--- src/rtl/camera_tx_pkg.sv ---
// Shared types for the OV7670-style pattern transmitter: FSM states, pattern
// selectors, colour-bar constants and the RGB565 byte split used on the bus.
package camera_tx_pkg;

  typedef enum logic [2:0] {
    ST_IDLE   = 3'd0,
    ST_VSYNC  = 3'd1,
    ST_VBACK  = 3'd2,
    ST_ACTIVE = 3'd3,
    ST_HBLANK = 3'd4,
    ST_VFRONT = 3'd5
  } tx_state_t;

  typedef enum logic [1:0] {
    PAT_BARS     = 2'd0,
    PAT_SOLID    = 2'd1,
    PAT_GRADIENT = 2'd2,
    PAT_CHECKER  = 2'd3
  } pattern_t;

  localparam logic [15:0] BAR_WHITE   = 16'hFFFF;
  localparam logic [15:0] BAR_YELLOW  = 16'hFFE0;
  localparam logic [15:0] BAR_CYAN    = 16'h07FF;
  localparam logic [15:0] BAR_GREEN   = 16'h07E0;
  localparam logic [15:0] BAR_MAGENTA = 16'hF81F;
  localparam logic [15:0] BAR_BLACK   = 16'h0000;

  // First byte on the bus is {R,G[5:3]}, second is {G[2:0],B}.
  function automatic logic [7:0] rgb565_byte(input logic [15:0] rgb, input logic second);
    return second ? rgb[7:0] : rgb[15:8];
  endfunction

endpackage

--- src/rtl/camera_pclk_gen.sv ---
// Free-running pixel clock divider: pclk toggles every PCLK_HALF system cycles
// and the tick outputs flag the system cycle on which pclk rises or falls.
module camera_pclk_gen #(
  parameter int PCLK_HALF = 4
) (
  input  logic i_clk,
  input  logic i_rst_n,
  output logic o_pclk,
  output logic o_rise_tick,
  output logic o_fall_tick
);

  localparam int              DIV_W    = (PCLK_HALF > 1) ? $clog2(PCLK_HALF) : 1;
  localparam logic [DIV_W-1:0] DIV_LAST = DIV_W'(PCLK_HALF - 1);

  logic [DIV_W-1:0] r_div;
  logic             r_pclk;
  logic             w_wrap;

  assign w_wrap = (r_div == DIV_LAST);

  // NOTE: sequential state is written with <= so every flop samples pre-edge values.
  always_ff @(posedge i_clk) begin
    if (!i_rst_n) begin
      r_div  <= '0;
      r_pclk <= 1'b0;
    end else if (w_wrap) begin
      r_div  <= '0;
      r_pclk <= ~r_pclk;
    end else begin
      r_div  <= r_div + 1'b1;
    end
  end

  assign o_pclk      = r_pclk;
  assign o_rise_tick = w_wrap & ~r_pclk;
  assign o_fall_tick = w_wrap &  r_pclk;

endmodule

--- src/rtl/camera_pattern_tx.sv ---
// OV7670-style parallel camera transmitter (RGB565, two bytes per pixel) with test patterns.
// Optional CAMERA_TX_FRAME_TAG_EN stamps pixel (0,0) with {8'hA5, frame_cnt}.
module camera_pattern_tx #(
  parameter int PCLK_HALF   = 4,
  parameter int H_ACTIVE    = 320,
  parameter int H_BLANK     = 144,
  parameter int V_ACTIVE    = 240,
  parameter int VSYNC_LINES = 3,
  parameter int V_BACK      = 17,
  parameter int V_FRONT     = 10
) (
  input  logic        clk_in,
  input  logic        reset_n_in,
  input  logic        enable_in,
  input  logic [1:0]  pattern_sel_in,
  input  logic [15:0] color_in,
  output logic        pclk_out,
  output logic        vsync_out,
  output logic        href_out,
  output logic [7:0]  pixel_out,
  output logic        frame_done_out,
  output logic        busy_out
);
  import camera_tx_pkg::*;

  localparam int LINE_PCLKS = 2 * H_ACTIVE + H_BLANK;
  localparam int X_W        = (LINE_PCLKS > 1) ? $clog2(LINE_PCLKS) : 1;
  localparam int Y_MAX_A    = (VSYNC_LINES > V_BACK) ? VSYNC_LINES : V_BACK;
  localparam int Y_MAX_B    = (V_ACTIVE > V_FRONT) ? V_ACTIVE : V_FRONT;
  localparam int Y_LINES    = (Y_MAX_A > Y_MAX_B) ? Y_MAX_A : Y_MAX_B;
  localparam int Y_W        = (Y_LINES > 1) ? $clog2(Y_LINES) : 1;

  localparam logic [X_W-1:0] X_LAST     = X_W'(LINE_PCLKS - 1);
  localparam logic [X_W-1:0] X_ACT_LAST = X_W'(2 * H_ACTIVE - 1);
  localparam logic [Y_W-1:0] VS_LAST    = Y_W'(VSYNC_LINES - 1);
  localparam logic [Y_W-1:0] VB_LAST    = Y_W'(V_BACK - 1);
  localparam logic [Y_W-1:0] VA_LAST    = Y_W'(V_ACTIVE - 1);
  localparam logic [Y_W-1:0] VF_LAST    = Y_W'(V_FRONT - 1);

  tx_state_t        r_state, w_state_nxt;
  logic [X_W-1:0]   r_x, w_x_nxt;
  logic [Y_W-1:0]   r_y, w_y_nxt;
  pattern_t         r_pattern;
  logic [15:0]      r_color;
  logic             r_vsync, r_href, r_busy, r_frame_done;
  logic [7:0]       r_pixel;
  logic             w_rise_tick, w_fall_tick;
  logic             w_line_end, w_latch, w_frame_end;
  logic [15:0]      w_px, w_py, w_rgb;
  logic [7:0]       w_pixel_nxt;
  logic             w_unused;

  camera_pclk_gen #(.PCLK_HALF(PCLK_HALF)) u_pclk_gen (
    .i_clk       (clk_in),
    .i_rst_n     (reset_n_in),
    .o_pclk      (pclk_out),
    .o_rise_tick (w_rise_tick),
    .o_fall_tick (w_fall_tick)
  );

`ifdef CAMERA_TX_FRAME_TAG_EN
  logic [7:0] r_frame_cnt;

  always_ff @(posedge clk_in) begin
    if (!reset_n_in)                    r_frame_cnt <= '0;
    else if (w_fall_tick & w_frame_end) r_frame_cnt <= r_frame_cnt + 8'd1;
  end
`endif

  assign w_line_end = (r_x == X_LAST);

  // NOTE: every combinational output gets a default first, so no path leaves it unassigned (no latch).
  always_comb begin
    w_state_nxt = r_state;
    w_x_nxt     = r_x + 1'b1;
    w_y_nxt     = r_y;
    w_latch     = 1'b0;
    w_frame_end = 1'b0;
    case (r_state)
      ST_IDLE: begin
        w_x_nxt = '0;
        if (enable_in) begin
          w_state_nxt = ST_VSYNC;
          w_latch     = 1'b1;
        end
      end
      ST_VSYNC, ST_VBACK: begin
        if (w_line_end) begin
          w_x_nxt = '0;
          if (r_y == ((r_state == ST_VSYNC) ? VS_LAST : VB_LAST)) begin
            w_y_nxt     = '0;
            w_state_nxt = (r_state == ST_VSYNC) ? ST_VBACK : ST_ACTIVE;
          end else begin
            w_y_nxt = r_y + 1'b1;
          end
        end
      end
      ST_ACTIVE: begin
        if (r_x == X_ACT_LAST) w_state_nxt = ST_HBLANK;
      end
      ST_HBLANK: begin
        if (w_line_end) begin
          w_x_nxt = '0;
          if (r_y == VA_LAST) begin
            w_y_nxt     = '0;
            w_state_nxt = ST_VFRONT;
          end else begin
            w_y_nxt     = r_y + 1'b1;
            w_state_nxt = ST_ACTIVE;
          end
        end
      end
      ST_VFRONT: begin
        if (w_line_end) begin
          w_x_nxt = '0;
          if (r_y == VF_LAST) begin
            w_y_nxt     = '0;
            w_frame_end = 1'b1;
            w_latch     = enable_in;
            w_state_nxt = enable_in ? ST_VSYNC : ST_IDLE;
          end else begin
            w_y_nxt = r_y + 1'b1;
          end
        end
      end
      default: begin
        w_state_nxt = ST_IDLE;
        w_x_nxt     = '0;
        w_y_nxt     = '0;
      end
    endcase
  end

  // Pixel data is computed for the position being entered so the output register stays aligned.
  assign w_px = 16'(w_x_nxt >> 1);
  assign w_py = 16'(w_y_nxt);

  always_comb begin
    w_rgb = BAR_BLACK;
    case (r_pattern)
      PAT_BARS: begin
        case (w_px[8:6])
          3'd0:    w_rgb = BAR_WHITE;
          3'd1:    w_rgb = BAR_YELLOW;
          3'd2:    w_rgb = BAR_CYAN;
          3'd3:    w_rgb = BAR_GREEN;
          3'd4:    w_rgb = BAR_MAGENTA;
          default: w_rgb = BAR_BLACK;
        endcase
      end
      PAT_SOLID:    w_rgb = r_color;
      PAT_GRADIENT: w_rgb = {w_px[4:0], w_py[5:0], w_px[4:0]};
      PAT_CHECKER:  w_rgb = (w_px[4] ^ w_py[4]) ? BAR_WHITE : BAR_BLACK;
      default:      w_rgb = BAR_BLACK;
    endcase
`ifdef CAMERA_TX_FRAME_TAG_EN
    if (w_px == 16'd0 && w_py == 16'd0) w_rgb = {8'hA5, r_frame_cnt};
`endif
  end

  assign w_pixel_nxt = (w_state_nxt == ST_ACTIVE) ? rgb565_byte(w_rgb, w_x_nxt[0]) : 8'h00;

  // All timing rides the falling pclk edge; the rising-edge tick is not needed here.
  assign w_unused = &{1'b0, w_rise_tick, w_px[15:9], w_px[5], w_py[15:6]};

  // NOTE: every register, including latched pattern/colour, is reset so a mid-frame reset leaves no stale data.
  always_ff @(posedge clk_in) begin
    if (!reset_n_in) begin
      r_state      <= ST_IDLE;
      r_x          <= '0;
      r_y          <= '0;
      r_pattern    <= PAT_BARS;
      r_color      <= '0;
      r_vsync      <= 1'b0;
      r_href       <= 1'b0;
      r_pixel      <= '0;
      r_busy       <= 1'b0;
      r_frame_done <= 1'b0;
    end else begin
      r_frame_done <= w_fall_tick & w_frame_end;
      if (w_fall_tick) begin
        r_state <= w_state_nxt;
        r_x     <= w_x_nxt;
        r_y     <= w_y_nxt;
        if (w_latch) begin
          r_pattern <= pattern_t'(pattern_sel_in);
          r_color   <= color_in;
        end
        r_vsync <= (w_state_nxt == ST_VSYNC);
        r_href  <= (w_state_nxt == ST_ACTIVE);
        r_pixel <= w_pixel_nxt;
        r_busy  <= (w_state_nxt != ST_IDLE);
      end
    end
  end

  assign vsync_out      = r_vsync;
  assign href_out       = r_href;
  assign pixel_out      = r_pixel;
  assign frame_done_out = r_frame_done;
  assign busy_out       = r_busy;

endmodule
--- config.mk ---
export PLATFORM = sky130hd
export DESIGN_NAME = camera_pattern_tx
export DESIGN_NICKNAME = d
export VERILOG_FILES = /design/src/rtl/camera_tx_pkg.sv /design/src/rtl/camera_pclk_gen.sv /design/src/rtl/camera_pattern_tx.sv
export SDC_FILE = /design/constraint.sdc
export NUM_CORES = 1
export LEC_CHECK = 0
export CAP_MARGIN = 20
export CORE_UTILIZATION = 45
export CTS_CLUSTER_SIZE = 28
export DETAILED_ROUTE_END_ITERATION = 7
export GPL_ROUTABILITY_DRIVEN = 0
export PLACE_DENSITY = 0.7
export SLEW_MARGIN = 20
export SYNTH_ARGS = -nofsm -noshare
export SYNTH_HDL_FRONTEND = slang
export SYNTH_SLANG_ARGS = --single-unit
--- constraint.sdc ---
create_clock -name clk_in -period 5.4 [get_ports clk_in]
set_input_delay 1.08 -clock clk_in [delete_from_list [all_inputs] [get_ports clk_in]]
set_output_delay 1.08 -clock clk_in [all_outputs]
set_load 0.05 [all_outputs]
==> qor.csv, run 1 <==
stage,metric,value,unit
drt,vias,3394,
floorplan,FP Rows,31,
floorplan,core box area,7370,um^2
drt,Initial DRC Count,323,
drt,metal2 WL,4200,um
timing,Tmin final,3.32,ns
clocking,Skew-Pair Late Insertion Delay,0.32,ns
critical_path,WP data arrival,3.57,ns
final_layout,antenna fix cells,0,
drt,Vias/cell,6.16,
global_routing,largest net degree at the start of global routing,36,
global_routing,initial antenna violation count,0,
yosys,Synth cell types,72,
yosys,leading area contributor after synthesis,dfxtp_1,
clocking,"Hold-fix buffers, CTS",0,
timing,Setup Skew,0.0110,ns
flow_run,Max Cap Viol,0,
power,Tot Pwr,0.675,mW
drt,DR WL/cell,17.0,um
yosys,synthesized flop and latch total,54,
clocking,CTS tree,built,
floorplan,Die Area,8060,um^2
floorplan,Starting Density,47.1,%
drt,WL met1,4370,um
global_routing,vias in the first global route,3168,
floorplan,DIE HEIGHT,89.8,um
power,PD cells,174,nW/um^2
final_layout,Filler Cells Inserted,716,
timing,"Setup violations, final",0,
critical_path,Setup CP Type,reg -> reg,
floorplan,chip width,89.8,um
yosys,Synth area leaders,"dfxtp_1 31%, mux2i_1 5.2%, nor2_1 5.2%, o21ai_0 4.6%, nand2_1 3.7%",
clocking,worst-case clock buffer depth,2,
place,IO Port Bufs,33,
hold_path,min-delay worst type,reg -> reg,
power,Leak Pwr,1.21,nW
final_layout,area of the multi-input gates,2200,um^2
place,Final HPWL DP,6640,um
clocking,clk slew on worst S/H paths,0.10,ns
drt,drt total wl,9370,um
global_routing,global-route wire length before repair,15700,um
timing,WHS,0.434,ns
drt,routed length on met3,663,um
global_routing,grt total ovfl,0,
timing,"Hold Violations, Final",0,
timing,Final period util,61.5,%
final_layout,Synth-to-Final Area Change,11.7,%
critical_path,crit end category,register,
clocking,CTS root buf,clkbuf_8,
critical_path,worst r2r src,r_x[0],
drt,DRC,0,
final_layout,Layout Nets,477,
critical_path,Setup crit start,r_x[0],
clocking,Post-CTS Setup Bufs,0,
clocking,H-tree depth,2,
critical_path,Worst EP required,5.65,ns
yosys,asr flop ratio synth,0,%
yosys,Synth Net Count,468,
final_layout,ratio of cells with drive above 1 in the final layout,5.53,%
drt,Antenna Nets Post-Route,0,
timing,RSZ-0062 raised after global routing,false,
clocking,CTS resizes,0,
timing,final setup TNS,0,ns
final_layout,post-route insts no fill,551,
critical_path,CP max FO,17,
final_layout,most frequent cells in the layout,"54 x dfxtp_1, 47 x nor2_1, 34 x nand2_1",
yosys,ys flop type,dfxtp_1,
place,Cells after DPL,544,
final_layout,"most common cell after layout, fill and taps aside",dfxtp_1,
yosys,Post-synth EDFFs,0,
yosys,Avg Synthesized Cell Area,7.83,um^2
final_layout,Reg area,1080,um^2
final_layout,"Core Util, Final",52.6,%
timing,Worst Tran Pin Value,0.850,ns
clocking,clk sinks,54,
floorplan,io pins,34,
clocking,total CTS buffers,5,
global_routing,GRT Total Usage,23.8,%
critical_path,crit start category,register,
yosys,Mapped Area,3470,um^2
timing,fmax,301,MHz
yosys,"Seq/Total Area, Yosys",31.2,%
drt,top layer used by detailed routing,met4,
status,status,completed,
hold_path,HP Start,u_pclk_gen.r_div[0],
yosys,Yosys warnings,0,
timing,Pins Over Slew Limit,0,
timing,Max transition margin,43.2,%
yosys,Synth Instances,443,
power,VDD IR-drop max,0.120,mV
drt,DR pass1 iterations,5,
yosys,Synth top area share,31.2,%
==> final timing paths <==
kind,depth (start not counted),slack (ns),end
setup / recovery,8,2.08,pixel_out[5]
hold / removal,1,0.43,u_pclk_gen.r_div[0]
setup reg to reg,8,2.08,pixel_out[5]
hold reg to reg,1,0.43,u_pclk_gen.r_div[0]
==> through the flow <==
stage,setup slack (ns),cell area (um^2)
5_1_grt,1.87,3880
4_1_cts,2.16,3880
6_report,2.08,3880
2_1_floorplan,2.68,3470
3_3_place_gp,1.98,3790
3_5_place_dp,2.08,3790
==> area by class of cell <==
| cell class | instances | share of cell area (%) |
|---|---|---|
| Clock inverter | 2 | 0.355 |
| Sequential cell | 54 | 27.9 |
| Timing Repair Buffer | 34 | 8.72 |
| Clock buffer | 5 | 1.78 |
| Tap cell | 99 | 3.20 |
| Inverter | 13 | 1.26 |
| Multi-Input combinational cell | 344 | 56.8 |
==> synth_stat cells (all sizes together), types with 3 or more instances <==
master / count
o21ai: 33
nor2: 49
o221ai: 3
dfxtp: 54
xnor2: 10
nor3: 10
a21oi: 25
nor2b: 9
and3: 6
nand3b: 4
o21bai: 5
or3: 10
o22a: 3
a31oi: 6
nor3b: 3
o31ai: 10
nand3: 19
inv: 12
nand2: 34
nor4: 5
nand4b: 4
nand4: 7
a21o: 4
a211oi: 4
clkbuf: 26
mux2i: 19
nand2b: 9
ha: 4
o211ai: 11
buf: 6
==> cells by family after synthesis <==
logic type	count (synthesis)	share of synthesized area [%]
adders and majority gates	4	1.44
buffers and inverters	45	5.45
and+or+nand+nor	177	27.1
AOI/OAI and AO/OA	131	25.9
muxes	21	6.24
DFF	54	31.2
xor gates and xnor gates	11	2.78
==> report_power, final <==
part	internal [mW]	switching [mW]
combinational	0.0203	0.0206
sequential	0.401	0.00230
clock	0.0901	0.140
==> per-layer routing <==
metal	track usage (%)	up-vias
met2	37.3	155
li1	-	1641
met5	0	-
met4	7.92	0
met1	33.4	1587
met3	3.38	11
==> sequential cells by signal, indices dropped and copies added, names as in the netlist <==
register and cells:
href_out 1, pixel_out 8, r_state 3, frame_done_out 1, u_pclk_gen.r_div 2, u_pclk_gen.o_pclk 1
vsync_out 1, r_x 10, r_color 16, r_y 8, busy_out 1, r_pattern 2
==> worst max-delay path, stage by stage (launching register included) <==
cell and delay (ns):
dfxtp_1 0.52, ha_1 0.34, and3_1 0.34, nand3_2 0.36, o31ai_4 0.41, a31o_1 0.39
mux2i_2 0.53, o21ai_0 0.22, o211ai_1 0.12
Power figures use the tool's default switching activity.
==> run 2, diff against run 1 <==
--- a/config.mk
+++ b/config.mk
@@ -10,7 +10,7 @@
 export CTS_CLUSTER_SIZE = 28
 export DETAILED_ROUTE_END_ITERATION = 7
 export GPL_ROUTABILITY_DRIVEN = 0
-export PLACE_DENSITY = 0.7
+export PLACE_DENSITY = 0.73
 export SLEW_MARGIN = 20
 export SYNTH_ARGS = -nofsm -noshare
 export SYNTH_HDL_FRONTEND = slang
==> constraint.sdc (replaced) <==
create_clock -name clk_in -period 2.9 [get_ports clk_in]
set_input_delay 0.58 -clock clk_in [delete_from_list [all_inputs] [get_ports clk_in]]
set_output_delay 0.58 -clock clk_in [all_outputs]
set_load 0.05 [all_outputs]
==> run 2 against run 1 <==
Net effect:
- via count is 4.1% higher
- maximum frequency is 20% higher
- global-route usage is 0.18 points higher
- sequential share of layout area is 1.5 points lower
==> qor.csv, run 2 (synthesized netlist as in run 1, its figures left out) <==
stage,metric,value,unit
final_layout,most frequent cells in the layout,"54 x dfxtp_1, 48 x nor2_1, 34 x nand2_1",
critical_path,crit end category,register,
timing,"Hold Violations, Final",0,
place,Cells after DPL,567,
timing,RSZ-0062 raised after global routing,false,
global_routing,initial antenna violation count,0,
clocking,worst-case clock buffer depth,2,
critical_path,count of buffer and inverter cells on the critical path,0,
drt,vias,3532,
power,Leak Pwr,1.35,nW
global_routing,GRT Total Usage,24.0,%
power,Tot Pwr,1.39,mW
critical_path,Setup CP Type,reg -> reg,
critical_path,R2R Setup Slk,0.14,ns
power,VDD IR-drop max,0.317,mV
clocking,clk slew on worst S/H paths,0.11,ns
flow_run,Max Cap Viol,0,
clocking,"Hold-fix buffers, CTS",0,
place,Final HPWL DP,7030,um
floorplan,io pins,34,
final_layout,Synth-to-Final Area Change,18.1,%
timing,fmax,362,MHz
final_layout,antenna fix cells,0,
drt,Initial DRC Count,410,
status,status,completed,
drt,DR WL/cell,16.8,um
clocking,clk sinks,54,
critical_path,Setup crit start,r_x[1],
clocking,H-tree depth,2,
critical_path,"Largest delay share family, worst path",compound AO/OA/AOI/OAI gates,
floorplan,core box area,7370,um^2
critical_path,worst-path cell chain,ha_1 > and3_1 > nand3_2 > o31ai_4 > a31o_1 > mux2i_2 > o21ai_0 > o211ai_1,
drt,DR pass1 iterations,5,
timing,setup ws final,0.136,ns
clocking,CTS root buf,clkbuf_8,
timing,"Setup violations, final",0,
timing,Setup Skew,0.0192,ns
floorplan,Starting Density,47.1,%
final_layout,"Core Util, Final",55.6,%
critical_path,Worst EP required,3.15,ns
hold_path,min-delay worst type,reg -> reg,
place,pre-CTS WS,0.206,ns
critical_path,"Max stage delay cell, worst path",mux2i_2,
global_routing,vias in the first global route,3306,
critical_path,Reg2Reg Capture Point,pixel_out[3],
floorplan,Die Area,8060,um^2
place,IO Port Bufs,33,
final_layout,Largest Register,r_color,
critical_path,worst r2r src,r_x[1],
critical_path,crit start category,register,
critical_path,WP data arrival,3.02,ns
critical_path,CP max FO,9,
drt,Vias/cell,6.14,
clocking,CTS resizes,0,
final_layout,biggest regs,"r_color: 16 flops, r_x: 10 flops",
timing,final setup TNS,0,ns
clocking,CTS tree,built,
timing,Tmin final,2.76,ns
timing,Pins Over Slew Limit,0,
final_layout,Layout Nets,500,
drt,DRC,0,
critical_path,worst setup path endpoint,pixel_out[3],
final_layout,post-route insts no fill,575,
critical_path,CP Depth,8,
critical_path,CP max stage delay,0.48,ns
floorplan,chip width,89.8,um
clocking,Skew-Pair Late Insertion Delay,0.33,ns
global_routing,global-route wire length before repair,16000,um
timing,Worst Tran Pin Value,0.641,ns
floorplan,FP Rows,31,
global_routing,grt total ovfl,0,
final_layout,max reg flops,16,
clocking,Post-CTS Setup Bufs,0,
timing,Final period util,95.3,%
floorplan,DIE HEIGHT,89.8,um
drt,Antenna Nets Post-Route,0,
clocking,total CTS buffers,5,
global_routing,largest net degree at the start of global routing,35,
final_layout,ratio of cells with drive above 1 in the final layout,10.1,%
power,PD cells,339,nW/um^2
timing,Max transition margin,57.2,%
drt,drt total wl,9640,um
final_layout,"most common cell after layout, fill and taps aside",dfxtp_1,
critical_path,FF-to-FF path depth,8,
run 2: cell count changes in the layout (fill, tap and decap cells not counted), sizes merged:
cell    previous run  this run
buf                1        24
bufinv             0         1
clkbuf             5         6
clkinv             2         1
run 2: layer usage:
layer	global-route usage [%]	wire length [um]	vias up
met4	9.70	306	0
met2	36.9	4170	179
li1	-	-	1684
met3	3.21	712	34
met5	0	0	-
met1	33.7	4450	1635
run 2: area by class of cell:
cell class                      instances  area (um^2)
Tap cell                               99          124
Fill cell                             717         3270
Multi-Input combinational cell        344         2200
Clock inverter                          2         38.8
Clock buffer                            6         82.6
Sequential cell                        54         1080
Timing Repair Buffer                   57          523
Inverter                               13         48.8
run 2: power breakdown:
part / total (mW) / switching (mW) / internal, mW / leakage, nW
Combinational: 0.0818 / 0.0410 / 0.0408 / 0.855
Clock: 0.558 / 0.273 / 0.285 / 0.0618
Sequential: 0.750 / 0.00318 / 0.747 / 0.435
run 2: how the worst min path moves through the flow:
stage | startpoint | to | slack [ns] | cells past startpoint
4_1_cts | u_pclk_gen.r_div[0] | u_pclk_gen.r_div[0] | 0.44 | 1
2_1_floorplan | u_pclk_gen.r_div[0] | u_pclk_gen.r_div[0] | 0.40 | 1
6_report | u_pclk_gen.r_div[0] | u_pclk_gen.r_div[0] | 0.43 | 1
3_3_place_gp | u_pclk_gen.r_div[0] | u_pclk_gen.r_div[0] | 0.41 | 1
5_1_grt | u_pclk_gen.r_div[0] | u_pclk_gen.r_div[0] | 0.49 | 1
3_5_place_dp | u_pclk_gen.r_div[0] | u_pclk_gen.r_div[0] | 0.43 | 1
run 2: per-stage QoR:
| stage | hold slack, ns | instance area, um^2 |
|---|---|---|
| floorplan | 0.404 | 3470 |
| global placement | 0.413 | 3980 |
| detailed placement | 0.426 | 3980 |
| CTS | 0.440 | 4100 |
| global route | 0.489 | 4100 |
| finish | 0.433 | 4100 |
==> RTL edit: new RTL, flow settings as in run 1 <==
Build with the macro `CAMERA_TX_FRAME_TAG_EN` defined.
--- a/src/rtl/camera_pattern_tx.sv
+++ b/src/rtl/camera_pattern_tx.sv
@@ -1,5 +1,7 @@
 // OV7670-style parallel camera transmitter (RGB565, two bytes per pixel) with test patterns.
 // Optional CAMERA_TX_FRAME_TAG_EN stamps pixel (0,0) with {8'hA5, frame_cnt}.
+`define CAMERA_TX_FRAME_TAG_EN
+
 module camera_pattern_tx #(
   parameter int PCLK_HALF   = 4,
   parameter int H_ACTIVE    = 320,
Behaviour: no difference found for any inputs over 10 cycles, from zero or initial values and one cycle with reset_n_in low; that may be too few to reach the edited logic, so the function may still have changed.
==> RTL edit against run 1 <==
Design area grew 20%. Routed wire length is 22% higher. Synthesized area rose by 20%. Die area up 20%. Sequential cell count up 8. Combinational power is 24% higher. Worst hold slack got worse by 0.0091 ns. Sequential power is 15% higher. Power is 29% higher. Worst setup slack got worse by 0.22 ns. Largest power group unchanged.
==> RTL edit: results (changes against run 1) <==
| Metric | Value |
|---|---|
| Worst VDD drop | `124.6 uV (+3.9%)` |
| Worst hold path type | `flop to flop` |
| Largest net degree at the start of global routing | `29 (-19%)` |
| Number of setup buffers added after CTS | `0 (unchanged)` |
| Leak Pwr | `1.526 nW (+26%)` |
| Drt total wl | `11440 um (+22%)` |
| Drt initial violations | `332 (+2.8%)` |
| Mux cell area share after synthesis | `5.789% (-0.45 points)` |
| Top flop regs | `r_color (16), r_x (10)` |
| Htree depth | `3 (+1)` |
| Hold Crit Depth | `1 (unchanged)` |
| Clock-pin slew on the worst setup and hold paths | `0.07 ns (-0.03 ns)` |
| CP max stage cell | `nor3_4` |
| Vias in the first global route | `3708 (+17%)` |
| Met2 wire len | `5130 um (+22%)` |
| Asr flop ratio synth | `0% (unchanged)` |
| Tot GR Track Use | `24.35% (+0.58 points)` |
| Global routing usage on met1 | `32.85% (-0.56 points)` |
| Synth Area in XOR/XNOR | `3.149% (+0.37 points)` |
| Synthesized Nets | `556 (+19%)` |
| Setup Skew | `0.01204 ns (+0.001084 ns)` |
| Via density | `6.207 (+0.77%)` |
| YS warnings | `0 (unchanged)` |
| Met1 wire length | `5314 um (+22%)` |
| Synth top cells by count | `62 x dfxtp_1, 62 x nor2_1, 53 x nand2_1` |
| Inserted Clock Buffers | `9 (+4)` |
| First-pass GRT wire length | `18660 um (+19%)` |
| Status | `finished clean` |
| Fillers | `855 (+19%)` |
| Metal3 WL | `661 um (-0.30%)` |
| Adder-Cell Fraction of Synth Area | `1.500% (+0.057 points)` |
| Post-detail-place hpwl | `8283 um (+25%)` |
| Max reg flops | `16 (unchanged)` |
| Largest cells by area after synthesis | `dfxtp_1 30%, nor2_1 5.6%, mux2i_1 5.5%` |
| Synth Area in Compound Gates | `24.78% (-1.1 points)` |
| Register area share after synthesis | `29.75% (-1.4 points)` |
| R2R depth | `10 (+2)` |
| Ant. Diodes | `0 (unchanged)` |
| Clk_lat worst skew | `0.35 ns (+0.03 ns)` |
| PortBufs | `33 (unchanged)` |
| Met3 usage | `3.078% (-0.31 points)` |
| Slowest cell delay on critical path | `0.48 ns (-0.05 ns)` |
| Worst slew margin | `48.04% (+4.9 points)` |
| CTS max path bufs | `2 (unchanged)` |
| CP arrival | `3.80 ns (+0.23 ns)` |
| CP max FO | `13 (-4)` |
| CTS Root Cell | `clkbuf_8` |
| Met2 GRT Util | `37.76% (+0.45 points)` |
| Layout cells sized above 1 | `9.392% (+3.9 points)` |
| Largest delay contributor family on the critical path | `compound AO/OA/AOI/OAI gates` |
| Yosys cell types | `79 (+9.7%)` |
RTL edit: changes by cell type after synthesis, sizes merged, moves of 6 or more:
cell and delta:
buf +7, nand2 +22, nand3 -6, nor2 +14, and2 +11, nor3 +12, a21oi +9, dfxtp +8
o211ai -8
RTL edit: through the flow:
stage | cells | power, W | setup WS, ns | utilization, % | cell area, um2
2_1_floorplan | 530 | 0.0005024 | 2.609 | - | 4172
3_3_place_gp | 635 | 0.0005240 | 2.092 | 50.69 | 4486
3_5_place_dp | 635 | 0.0005251 | 1.982 | 50.69 | 4486
4_1_cts | 651 | 0.0008790 | 1.932 | 52.57 | 4652
5_1_grt | 651 | 0.0008982 | 1.659 | 52.57 | 4652
6_report | 651 | 0.0008676 | 1.866 | 52.57 | 4652
RTL edit: power by group:
group / total (W) / internal, W / switching, W
clock network: 0.000353 / 0.000165 / 0.000189
logic: 0.0000508 / 0.0000242 / 0.0000266
registers: 0.000464 / 0.000460 / 0.00000327
total: 0.000868 / 0.000649 / 0.000218
RTL edit: final cells by class:
class / count / area share [%]
clock buffers: 10 / 2.743
inverters: 9 / 0.7262
well taps: 108 / 2.905
flip-flops and latches: 62 / 26.68
clock inverters: 6 / 0.8338
repair buffers: 38 / 7.907
multi-input cells: 418 / 58.20
RTL edit: cells by family after synthesis:
family	after synthesis
AO/OA/AOI/OAI	140
XOR/XNOR	15
adder cells (fa/ha/maj)	5
buffers and inverters	50
flip-flops	62
multiplexers	24
AND/OR/NAND/NOR	234
RTL edit: worst paths after layout:
path,startpoint,endpoint,slack (ns)
worst max-delay path,r_x[0],pixel_out[3],1.87
worst min-delay path,u_pclk_gen.r_div[0],u_pclk_gen.r_div[0],0.42
worst max register to register,r_x[0],pixel_out[3],1.87
worst min register to register,u_pclk_gen.r_div[0],u_pclk_gen.r_div[0],0.42
